--- src/rtl/switch_pkg.sv ---
// switch_pkg: shared defaults and types for the switch debounce block.
//   SW_WIDTH_DEF / TICK_DIV_DEF / DB_TICKS_DEF : default parameter values
//   db_state_t                                 : per-bit debounce FSM state
//   cnt_w()                                    : counter width with a floor of 1 bit
package switch_pkg;
  localparam int SW_WIDTH_DEF = 15;
  localparam int TICK_DIV_DEF = 1000;
  localparam int DB_TICKS_DEF = 10;

  typedef enum logic {STABLE = 1'b0, COUNT = 1'b1} db_state_t;

  function automatic int cnt_w(input int n);
    return (n > 1) ? $clog2(n) : 1;
  endfunction
endpackage

--- src/rtl/switch_debounce_if.sv ---
// switch_debounce_if: switch-side signal bundle of the debouncer.
//   SW_RAW        raw asynchronous switch pins
//   SWITCH        debounced stable level
//   SWITCH_CHANGE one-cycle pulse when any SWITCH bit changes
//   TICK          prescaler tick (debug)
//   SW_RISE/SW_FALL per-bit edge pulses, only with SWITCH_DEBOUNCE_EDGE_EN
// Modports: slave = debouncer side, master = board/bench side.
interface switch_debounce_if
  import switch_pkg::*;
#(
  parameter int SW_WIDTH = SW_WIDTH_DEF
);
  logic [SW_WIDTH-1:0] SW_RAW;
  logic [SW_WIDTH-1:0] SWITCH;
  logic                SWITCH_CHANGE;
  logic                TICK;
`ifdef SWITCH_DEBOUNCE_EDGE_EN
  logic [SW_WIDTH-1:0] SW_RISE;
  logic [SW_WIDTH-1:0] SW_FALL;

  modport slave  (input SW_RAW, output SWITCH, SWITCH_CHANGE, TICK, SW_RISE, SW_FALL);
  modport master (output SW_RAW, input SWITCH, SWITCH_CHANGE, TICK, SW_RISE, SW_FALL);
`else
  modport slave  (input SW_RAW, output SWITCH, SWITCH_CHANGE, TICK);
  modport master (output SW_RAW, input SWITCH, SWITCH_CHANGE, TICK);
`endif
endinterface

--- src/rtl/switch_debounce_bit.sv ---
// switch_debounce_bit: one switch bit -- 2-flop synchroniser, STABLE/COUNT
// FSM and tick counter.
//   HCLK, HRESET : clock, synchronous active-high reset
//   raw_i        : raw asynchronous pin
//   tick_i       : prescaler tick (one cycle wide)
//   stable_o     : debounced level
//   flip_o       : combinational pulse in the cycle stable_o is about to change
module switch_debounce_bit
  import switch_pkg::*;
#(
  parameter int DB_TICKS = DB_TICKS_DEF
) (
  input  logic HCLK,
  input  logic HRESET,
  input  logic raw_i,
  input  logic tick_i,
  output logic stable_o,
  output logic flip_o
);
  localparam int            CW       = cnt_w(DB_TICKS);
  localparam logic [CW-1:0] CNT_LAST = CW'(DB_TICKS - 1);

  logic          s1_q, s2_q;
  logic          stable_q, stable_d;
  db_state_t     state_q, state_d;
  logic [CW-1:0] cnt_q, cnt_d;

  always_ff @(posedge HCLK) begin
    if (HRESET) begin
      s1_q     <= 1'b0;
      s2_q     <= 1'b0;
      stable_q <= 1'b0;
      state_q  <= STABLE;
      cnt_q    <= '0;
    end else begin
      s1_q     <= raw_i;
      s2_q     <= s1_q;
      stable_q <= stable_d;
      state_q  <= state_d;
      cnt_q    <= cnt_d;
    end
  end

  always_comb begin
    state_d  = state_q;
    cnt_d    = cnt_q;
    stable_d = stable_q;
    flip_o   = 1'b0;
    case (state_q)
      STABLE: begin
        cnt_d = '0;
        if (s2_q != stable_q) state_d = COUNT;
      end
      COUNT: begin
        // A bounce back wins over a coincident tick.
        if (s2_q == stable_q) begin
          cnt_d   = '0;
          state_d = STABLE;
        end else if (tick_i) begin
          if (cnt_q == CNT_LAST) begin
            stable_d = s2_q;
            cnt_d    = '0;
            state_d  = STABLE;
            flip_o   = 1'b1;
          end else begin
            cnt_d = cnt_q + 1'b1;
          end
        end
      end
      default: begin
        state_d = STABLE;
        cnt_d   = '0;
      end
    endcase
  end

  assign stable_o = stable_q;
endmodule

--- src/rtl/switch_debounce.sv ---
// switch_debounce: synchronises and debounces board slide switches.
//   HCLK, HRESET : clock, synchronous active-high reset
//   sw (slave)   : SW_RAW in; SWITCH, SWITCH_CHANGE, TICK out
// Optional macro SWITCH_DEBOUNCE_EDGE_EN adds registered per-bit SW_RISE /
// SW_FALL pulses, coincident with SWITCH_CHANGE.
module switch_debounce
  import switch_pkg::*;
#(
  parameter int SW_WIDTH = SW_WIDTH_DEF,
  parameter int TICK_DIV = TICK_DIV_DEF,
  parameter int DB_TICKS = DB_TICKS_DEF
) (
  input  logic HCLK,
  input  logic HRESET,
  switch_debounce_if.slave sw
);
  localparam int            PW       = cnt_w(TICK_DIV);
  localparam logic [PW-1:0] PRE_LAST = PW'(TICK_DIV - 1);

  logic [PW-1:0]       pre_q, pre_d;
  logic                tick_q;
  logic                change_q;
  logic [SW_WIDTH-1:0] stable_w, flip_w;

  // Free-running prescaler; never restarted by switch activity.
  always_comb pre_d = (pre_q == PRE_LAST) ? '0 : pre_q + 1'b1;

  always_ff @(posedge HCLK) begin
    if (HRESET) begin
      pre_q    <= '0;
      tick_q   <= 1'b0;
      change_q <= 1'b0;
    end else begin
      pre_q    <= pre_d;
      tick_q   <= (pre_q == PRE_LAST);
      // Registered alongside the per-bit stable flops, so it lines up with SWITCH.
      change_q <= |flip_w;
    end
  end

  for (genvar i = 0; i < SW_WIDTH; i++) begin : g_bit
    switch_debounce_bit #(.DB_TICKS(DB_TICKS)) u_bit (
      .HCLK    (HCLK),
      .HRESET  (HRESET),
      .raw_i   (sw.SW_RAW[i]),
      .tick_i  (tick_q),
      .stable_o(stable_w[i]),
      .flip_o  (flip_w[i])
    );
  end

  assign sw.SWITCH        = stable_w;
  assign sw.SWITCH_CHANGE = change_q;
  assign sw.TICK          = tick_q;

`ifdef SWITCH_DEBOUNCE_EDGE_EN
  logic [SW_WIDTH-1:0] rise_q, fall_q;

  // Direction comes from the pre-flip stable value.
  always_ff @(posedge HCLK) begin
    if (HRESET) begin
      rise_q <= '0;
      fall_q <= '0;
    end else begin
      rise_q <= flip_w & ~stable_w;
      fall_q <= flip_w &  stable_w;
    end
  end

  assign sw.SW_RISE = rise_q;
  assign sw.SW_FALL = fall_q;
`endif
endmodule
--- src/flat_wrapper.sv ---
// flat-port wrapper written by rule: the top's interface ports become plain ports
module switch_debounce_flat import switch_pkg::*;
#(
  parameter int SW_WIDTH = SW_WIDTH_DEF,
  parameter int TICK_DIV = TICK_DIV_DEF,
  parameter int DB_TICKS = DB_TICKS_DEF
)
  (HCLK, HRESET, sw_SW_RAW, sw_SWITCH, sw_SWITCH_CHANGE, sw_TICK);
  switch_debounce_if #(.SW_WIDTH(SW_WIDTH)) sw_i ();
  input  logic HCLK;
  input  logic HRESET;
  input wire logic [$bits(sw_i.SW_RAW)-1:0] sw_SW_RAW;
  output wire logic [$bits(sw_i.SWITCH)-1:0] sw_SWITCH;
  output wire logic [$bits(sw_i.SWITCH_CHANGE)-1:0] sw_SWITCH_CHANGE;
  output wire logic [$bits(sw_i.TICK)-1:0] sw_TICK;
  assign sw_i.SW_RAW = sw_SW_RAW;
  assign sw_SWITCH = sw_i.SWITCH;
  assign sw_SWITCH_CHANGE = sw_i.SWITCH_CHANGE;
  assign sw_TICK = sw_i.TICK;
  switch_debounce #(.SW_WIDTH(SW_WIDTH), .TICK_DIV(TICK_DIV), .DB_TICKS(DB_TICKS)) u_core (.HCLK(HCLK), .HRESET(HRESET), .sw(sw_i));
endmodule
--- config.mk ---
export PLATFORM = sky130hd
export DESIGN_NAME = switch_debounce_flat
export DESIGN_NICKNAME = d
export VERILOG_FILES = /design/src/rtl/switch_pkg.sv /design/src/rtl/switch_debounce_if.sv /design/src/rtl/switch_debounce_bit.sv /design/src/rtl/switch_debounce.sv /design/src/flat_wrapper.sv
export SDC_FILE = /design/constraint.sdc
export NUM_CORES = 1
export LEC_CHECK = 0
export CAP_MARGIN = 20
export CORE_AREA = 2 2 142 144
export CTS_CLUSTER_DIAMETER = 50
export DETAILED_ROUTE_END_ITERATION = 8
export DIE_AREA = 0 0 144 146
export GPL_ROUTABILITY_DRIVEN = 0
export GPL_TIMING_DRIVEN = 0
export SYNTH_ARGS = -nofsm -noshare
export SYNTH_HDL_FRONTEND = slang
export SYNTH_SLANG_ARGS = --single-unit
--- constraint.sdc ---
create_clock -name HCLK -period 2.4 [get_ports HCLK]
set_clock_uncertainty 0.2 [all_clocks]
set_input_delay 0.36 -clock HCLK [delete_from_list [all_inputs] [get_ports HCLK]]
set_output_delay 0.36 -clock HCLK [all_outputs]
set_load 0.02 [all_outputs]
## Word-level counts from Yosys, hierarchy flattened

Cells that the tools add are included.

- Flip-flop bits (word level): 132
- Input bits: 17
- Output and inout bits: 17
- Word-level logic and storage cells: 397

- Add/sub/neg operators: 16
- Equality and inequality tests: 61
- Mux-type cells: 195
- Bitwise logic cells: 30
- Reduce and logical (&&, ||, !) cells: 17

Operators by type and width:

| cell | count |
|---|---|
| two-way mux 4 bit | 45 |
| two-way mux 1 bit | 120 |
| one-hot mux 4 bit (2 select lines) | 15 |
| adder 4 x 1 -> 4 bit (second input constant) | 15 |
| == test 4 bit (second input constant) | 15 |
| AND reduction 4 bit | 15 |
| inequality test 3 x 1 -> 1 bit (second input constant) | 15 |
| NOT 1 bit | 30 |
| one-hot mux 1 bit (2 select lines) | 15 |
| == test 1 bit | 15 |
| inequality test 1 bit | 15 |
| OR reduction 15 bit | 1 |
| adder 10 x 1 -> 10 bit (second input constant) | 1 |
| == test 10 bit (second input constant) | 1 |
| OR reduction 2 bit | 1 |

## Depth between registers and ports, before layout

- Depth after elaboration: 6
- Gate-level depth with buffers: 7
- Gate-level depth less buffers: 7

## Modules after synthesis

From an unflattened synthesis, not the netlist that was laid out.

- Cells, all modules: 649
- Area total of the unflattened synthesis: 6239.7 um^2

Modules (own cells, without submodules):

| module | times used | cells an instance | area an instance (um^2) | seq. area each (um^2) |
|---|---|---|---|---|
| switch_debounce_bit | 15 | 39 | 377.9 | 160.2 |
| switch_debounce | 1 | 64 | 571.8 | 240.2 |

## Worst setup path after synthesis

No wires, ideal clock.

- Path kind: reg2reg
- Start point: register u_core.g_bit[8].u_bit.cnt_q[1]
- End point: register u_core.change_q, in the netlist u_core.sw.SWITCH_CHANGE
- Library setup time: 0.133 ns
- Data arrival time: 1.450 ns
- Required time: 2.067 ns
- Setup slack: 0.617 ns
- Stages on the path, launching flop included: 8
- Buffers on the path: 0
- Clock period less this slack: 1.783 ns
- Cells stage by stage: dfxtp_1 inv_1 ha_1 and3b_1 and3_1 nor2b_1 nor4_1 a31oi_1

- Longest elaborated chain between the ends: 6

RTL lines:

| item | line | RTL |
|---|---|---|
| start: declaration | switch_debounce_bit.sv:26 | `logic [CW-1:0] cnt_q, cnt_d;` |
| start signal: assignment | switch_debounce_bit.sv:40 | `cnt_q <= cnt_d;` |
| == test 4 bit | switch_debounce_bit.sv:60 | `if (cnt_q == CNT_LAST) begin` |
| two-way mux 1 bit | switch_debounce_bit.sv:60 |  |
| two-way mux 1 bit | switch_debounce_bit.sv:59 | `end else if (tick_i) begin` |
| two-way mux 1 bit | switch_debounce_bit.sv:56 | `if (s2_q == stable_q) begin` |
| two-way mux 1 bit | switch_debounce_bit.sv:49 | `case (state_q)` |
| OR reduction 15 bit | switch_debounce.sv:37 | `change_q <= \|flip_w;` |
| end signal: assignment | switch_debounce.sv:37 |  |
| end: declaration | switch_debounce.sv:22 | `logic change_q;` |

Every way passes these cells.
A chain may end at the register's enable or synchronous reset.

## Worst setup path in the final report

- Start point: register u_core.g_bit[0].u_bit.cnt_q[1]
- End point: register u_core.change_q, in the netlist u_core.sw.SWITCH_CHANGE

- Longest elaborated chain between the ends: 6

RTL lines:

| item | line |
|---|---|
| start: declaration | switch_debounce_bit.sv:26 |
| start signal: assignment | switch_debounce_bit.sv:40 |
| == test 4 bit | switch_debounce_bit.sv:60 |
| two-way mux 1 bit | switch_debounce_bit.sv:60 |
| two-way mux 1 bit | switch_debounce_bit.sv:59 |
| two-way mux 1 bit | switch_debounce_bit.sv:56 |
| two-way mux 1 bit | switch_debounce_bit.sv:49 |
| OR reduction 15 bit | switch_debounce.sv:37 |

Every way passes these cells.

==> results.cfg <==
[clocking]
cts_made_buffers = 17
ctsHoldBuffers = 0
clock_tree.buffer_depth = 2
clock_transition_at_path_regs_ns = 0.06
insertion_delay_ns = 0.42
post-cts-setup-buffers = 0
h-tree-depth = 4
clkSinkCount = 132
cts_root_buf = clkbuf_16
tritoncts = built
post_cts_resize_count = 0

[logic_synthesis]
synth_top_flop_cell = dfxtp_1
syn_inst = 680
synth_edf_count = 0
synth_fp_nets = 728
synth.yosys.warnings = 0
ys_seq_area_share_pct = 45.8
synth.lib_cells_used.distinct = 38
mappedNetlistArea_um2 = 5770
post_synth.cell_area_avg_um2 = 8.49
synth-async-reset-ratio_pct = 0
synth_seq_cells = 132

[hold_path]
min-delay-start = u_core.g_bit[6].u_bit.s1_q$_SDFF_PP0_
holdCritPathClass = flop to flop

[setup_path]
cp_max_fo = 4
critPathKind = flop to flop
cp.required_ns = 2.46
worstSetupStartpointType = flop
worst_setup_path_end_kind = flop
r2r_setup_slack_ns = 0.21
startpoint = u_core.g_bit[0].u_bit.cnt_q[1]$_SDFFE_PP0P_
cp_slowest_stage_delay_ns = 0.49
worstPathArrival_ns = 2.25
worst-r2r-cell-count = 7
reg2reg_from = u_core.g_bit[0].u_bit.cnt_q[1]$_SDFFE_PP0P_
cp-endpoint = u_core.sw.SWITCH_CHANGE$_SDFF_PP0_
critical_path.slowest_cell = nor4_1
reg2reg_to = u_core.sw.SWITCH_CHANGE$_SDFF_PP0_
crit_path_cell_trace = inv_1 > ha_1 > and3b_1 > and3_4 > nor2b_1 > nor4_1 > a31oi_1

[global_route]
grt_start_max_net_pins = 17
first_global_vias = 3998
grt_pass1_wl_um = 19800
grt.overflow.total = 0
overall_global_routing_usage_pct = 11.9
antenna_violations_before_repair = 0

[cells_and_area]
area_growth_syn_to_layout_pct = 21.5
drive_above_1_share_pct = 7.80
multi_input_comb_area_um2 = 2850
insertedDiodeCount = 0
mostFrequentLayoutCell = dfxtp_1
layout.cells.most_common_list = dfxtp_1 (132), nor2_1 (92), nor3_1 (63), a21oi_1 (63), nand2_1 (62)
final-seq-area_um2 = 2640
num-nets-final = 780
fillers = 2000

[route]
ant_nets = 0
finalWirelength_um = 11900
viasPerCell = 4.42
routed_wire_length_per_instance_um = 11.8
detailroute.via_count = 4462
number_of_remaining_drc_errors = 0
first_drt_pass_iteration_count = 5
detail_route.iter0.violations = 157

[timing]
maxSlewHeadroom_pct = 59.3
min_period_over_period_pct = 91.2
setup_viol = 0
tightest_slew_ns = 0.611
final.hold.worst_slack_ns = 0.232
timing.final.hold_violations = 0
rsz_0062_raised_after_global_routing = false
fmax_mhz = 457
timing.setup.tns_ns = 0
final_critical_period_ns = 2.19
slew_violations = 0

[place]
port_buffers = 33
place.detailed.hpwl_um = 8510

[floorplanning]
io_pins = 34
fp.coreArea_um2 = 19300
fp-row-count = 51
starting_density_of_the_core_pct = 29.9
die_width_um = 144
fp.dieH_um = 146
design.die.area_um2 = 21000

[power]
power.density_cell_area_nw_per_um2 = 698
leakage_dissipation_uw = 0.00250
power.ir.vdd_worst_mv = 0.458

[status]
outcome = finished clean

[run]
max_cap_check_violation_count = 0
-- stage by stage --
| stage | instance area [um^2] | util (%) | setup WS [ns] | instances | power, uW |
|---|---|---|---|---|---|
| 6_report | 7020 | 36.3 | 0.210 | 1009 | 4900 |
| 4_1_cts | 7020 | 36.3 | 0.174 | 1009 | 4940 |
| 3_5_place_dp | 6440 | 33.3 | -0.108 | 978 | 2400 |
| 3_3_place_gp | 6440 | 33.3 | -0.110 | 978 | 2390 |
| 2_1_floorplan | 5770 | - | 0.617 | 680 | 2350 |
| 5_1_grt | 7020 | 36.3 | 0.0447 | 1009 | 5060 |
-- critical path: cells and delay by family (launching register included) --
kind | cells | cell delay, ns
DFF | 1 | 0.37
adders and majority gates | 1 | 0.18
AOI/OAI and AO/OA | 1 | 0.18
and+or+nand+nor | 4 | 1.05
buffers and inverters | 1 | 0.06
-- layer usage --
metal  vias to the layer above  wire (um)  track usage (%)
met5                         -          0                0
met4                         0        205             5.15
met3                        16        358             2.30
met2                        61       5550             18.8
met1                      1986       5810             15.7
li1                       2399          -                -
-- layout make-up --
cell class	count	share of cell area (%)
Sequential cell	132	37.7
Inverter	19	1.02
Clock buffer	18	6.12
Clock inverter	13	2.16
Timing Repair Buffer	33	4.71
Buffer	37	2.94
Multi-Input combinational cell	492	40.7
Tap cell	265	4.73
-- synth_stat cells (2+ instances only) --
| cell | count | area share, % |
|---|---|---|
| nor3_1 | 63 | 5.5 |
| o22ai_1 | 3 | 0.33 |
| buf_4 | 16 | 2.1 |
| or3_1 | 3 | 0.33 |
| xor2_1 | 4 | 0.61 |
| nand3_1 | 19 | 1.6 |
| a21oi_1 | 63 | 5.5 |
| ha_1 | 31 | 6.7 |
| and3_1 | 15 | 1.6 |
| clkbuf_1 | 6 | 0.39 |
| nand2b_1 | 8 | 0.87 |
| inv_1 | 18 | 1.2 |
| and3b_1 | 13 | 2.0 |
| nand4_1 | 3 | 0.33 |
| nand2_1 | 62 | 4.0 |
| mux2i_1 | 14 | 2.4 |
| dfxtp_1 | 132 | 46 |
| xnor2_1 | 16 | 2.4 |
| o21ai_0 | 26 | 2.3 |
| nor2b_1 | 36 | 3.9 |
| buf_1 | 9 | 0.59 |
| nor4_1 | 2 | 0.22 |
| nor2_1 | 92 | 6.0 |
| buf_2 | 6 | 0.52 |
| a22oi_1 | 7 | 0.91 |
-- worst min-delay path by stage --
stage / end / slack (ns) / cells past startpoint
floorplan: u_core.pre_q[0]$_SDFF_PP0_ / 0.21 / 1
global placement: u_core.g_bit[4].u_bit.s2_q$_SDFF_PP0_ / 0.22 / 1
detailed placement: u_core.g_bit[6].u_bit.s2_q$_SDFF_PP0_ / 0.22 / 1
finish: u_core.g_bit[6].u_bit.s2_q$_SDFF_PP0_ / 0.23 / 1
global route: u_core.g_bit[4].u_bit.s2_q$_SDFF_PP0_ / 0.26 / 1
CTS: u_core.g_bit[6].u_bit.s2_q$_SDFF_PP0_ / 0.23 / 1
-- state kept, by name (all words and copies together), names as in the netlist --
| name | cells |
|---|---|
| u_core.pre_q | 10 |
| u_core.sw.TICK | 1 |
| u_core.g_bit.u_bit.stable_o | 15 |
| u_core.g_bit.u_bit.s1_q | 15 |
| u_core.g_bit.u_bit.state_q | 15 |
| u_core.sw.SWITCH_CHANGE | 1 |
| u_core.g_bit.u_bit.cnt_q | 60 |
| u_core.g_bit.u_bit.s2_q | 15 |
-- logic make-up after synthesis --
logic type | after synthesis | share of synthesized area, %
adders and majority gates | 31 | 6.72
buffers and inverters | 56 | 4.81
muxes | 14 | 2.43
xor gates and xnor gates | 21 | 3.32
and+or+nand+nor | 325 | 27.8
DFF | 132 | 45.8
AOI/OAI and AO/OA | 101 | 9.21
-- report_power, final --
group	switching [uW]	total (uW)	internal [uW]	leakage (uW)
clock network	1020	2560	1540	0.000270
logic	50.4	103	52.8	0.00116
registers	15.7	2240	2230	0.00107
total	1080	4900	3820	0.00250
No activity file was read; power rests on OpenSTA's default activity.
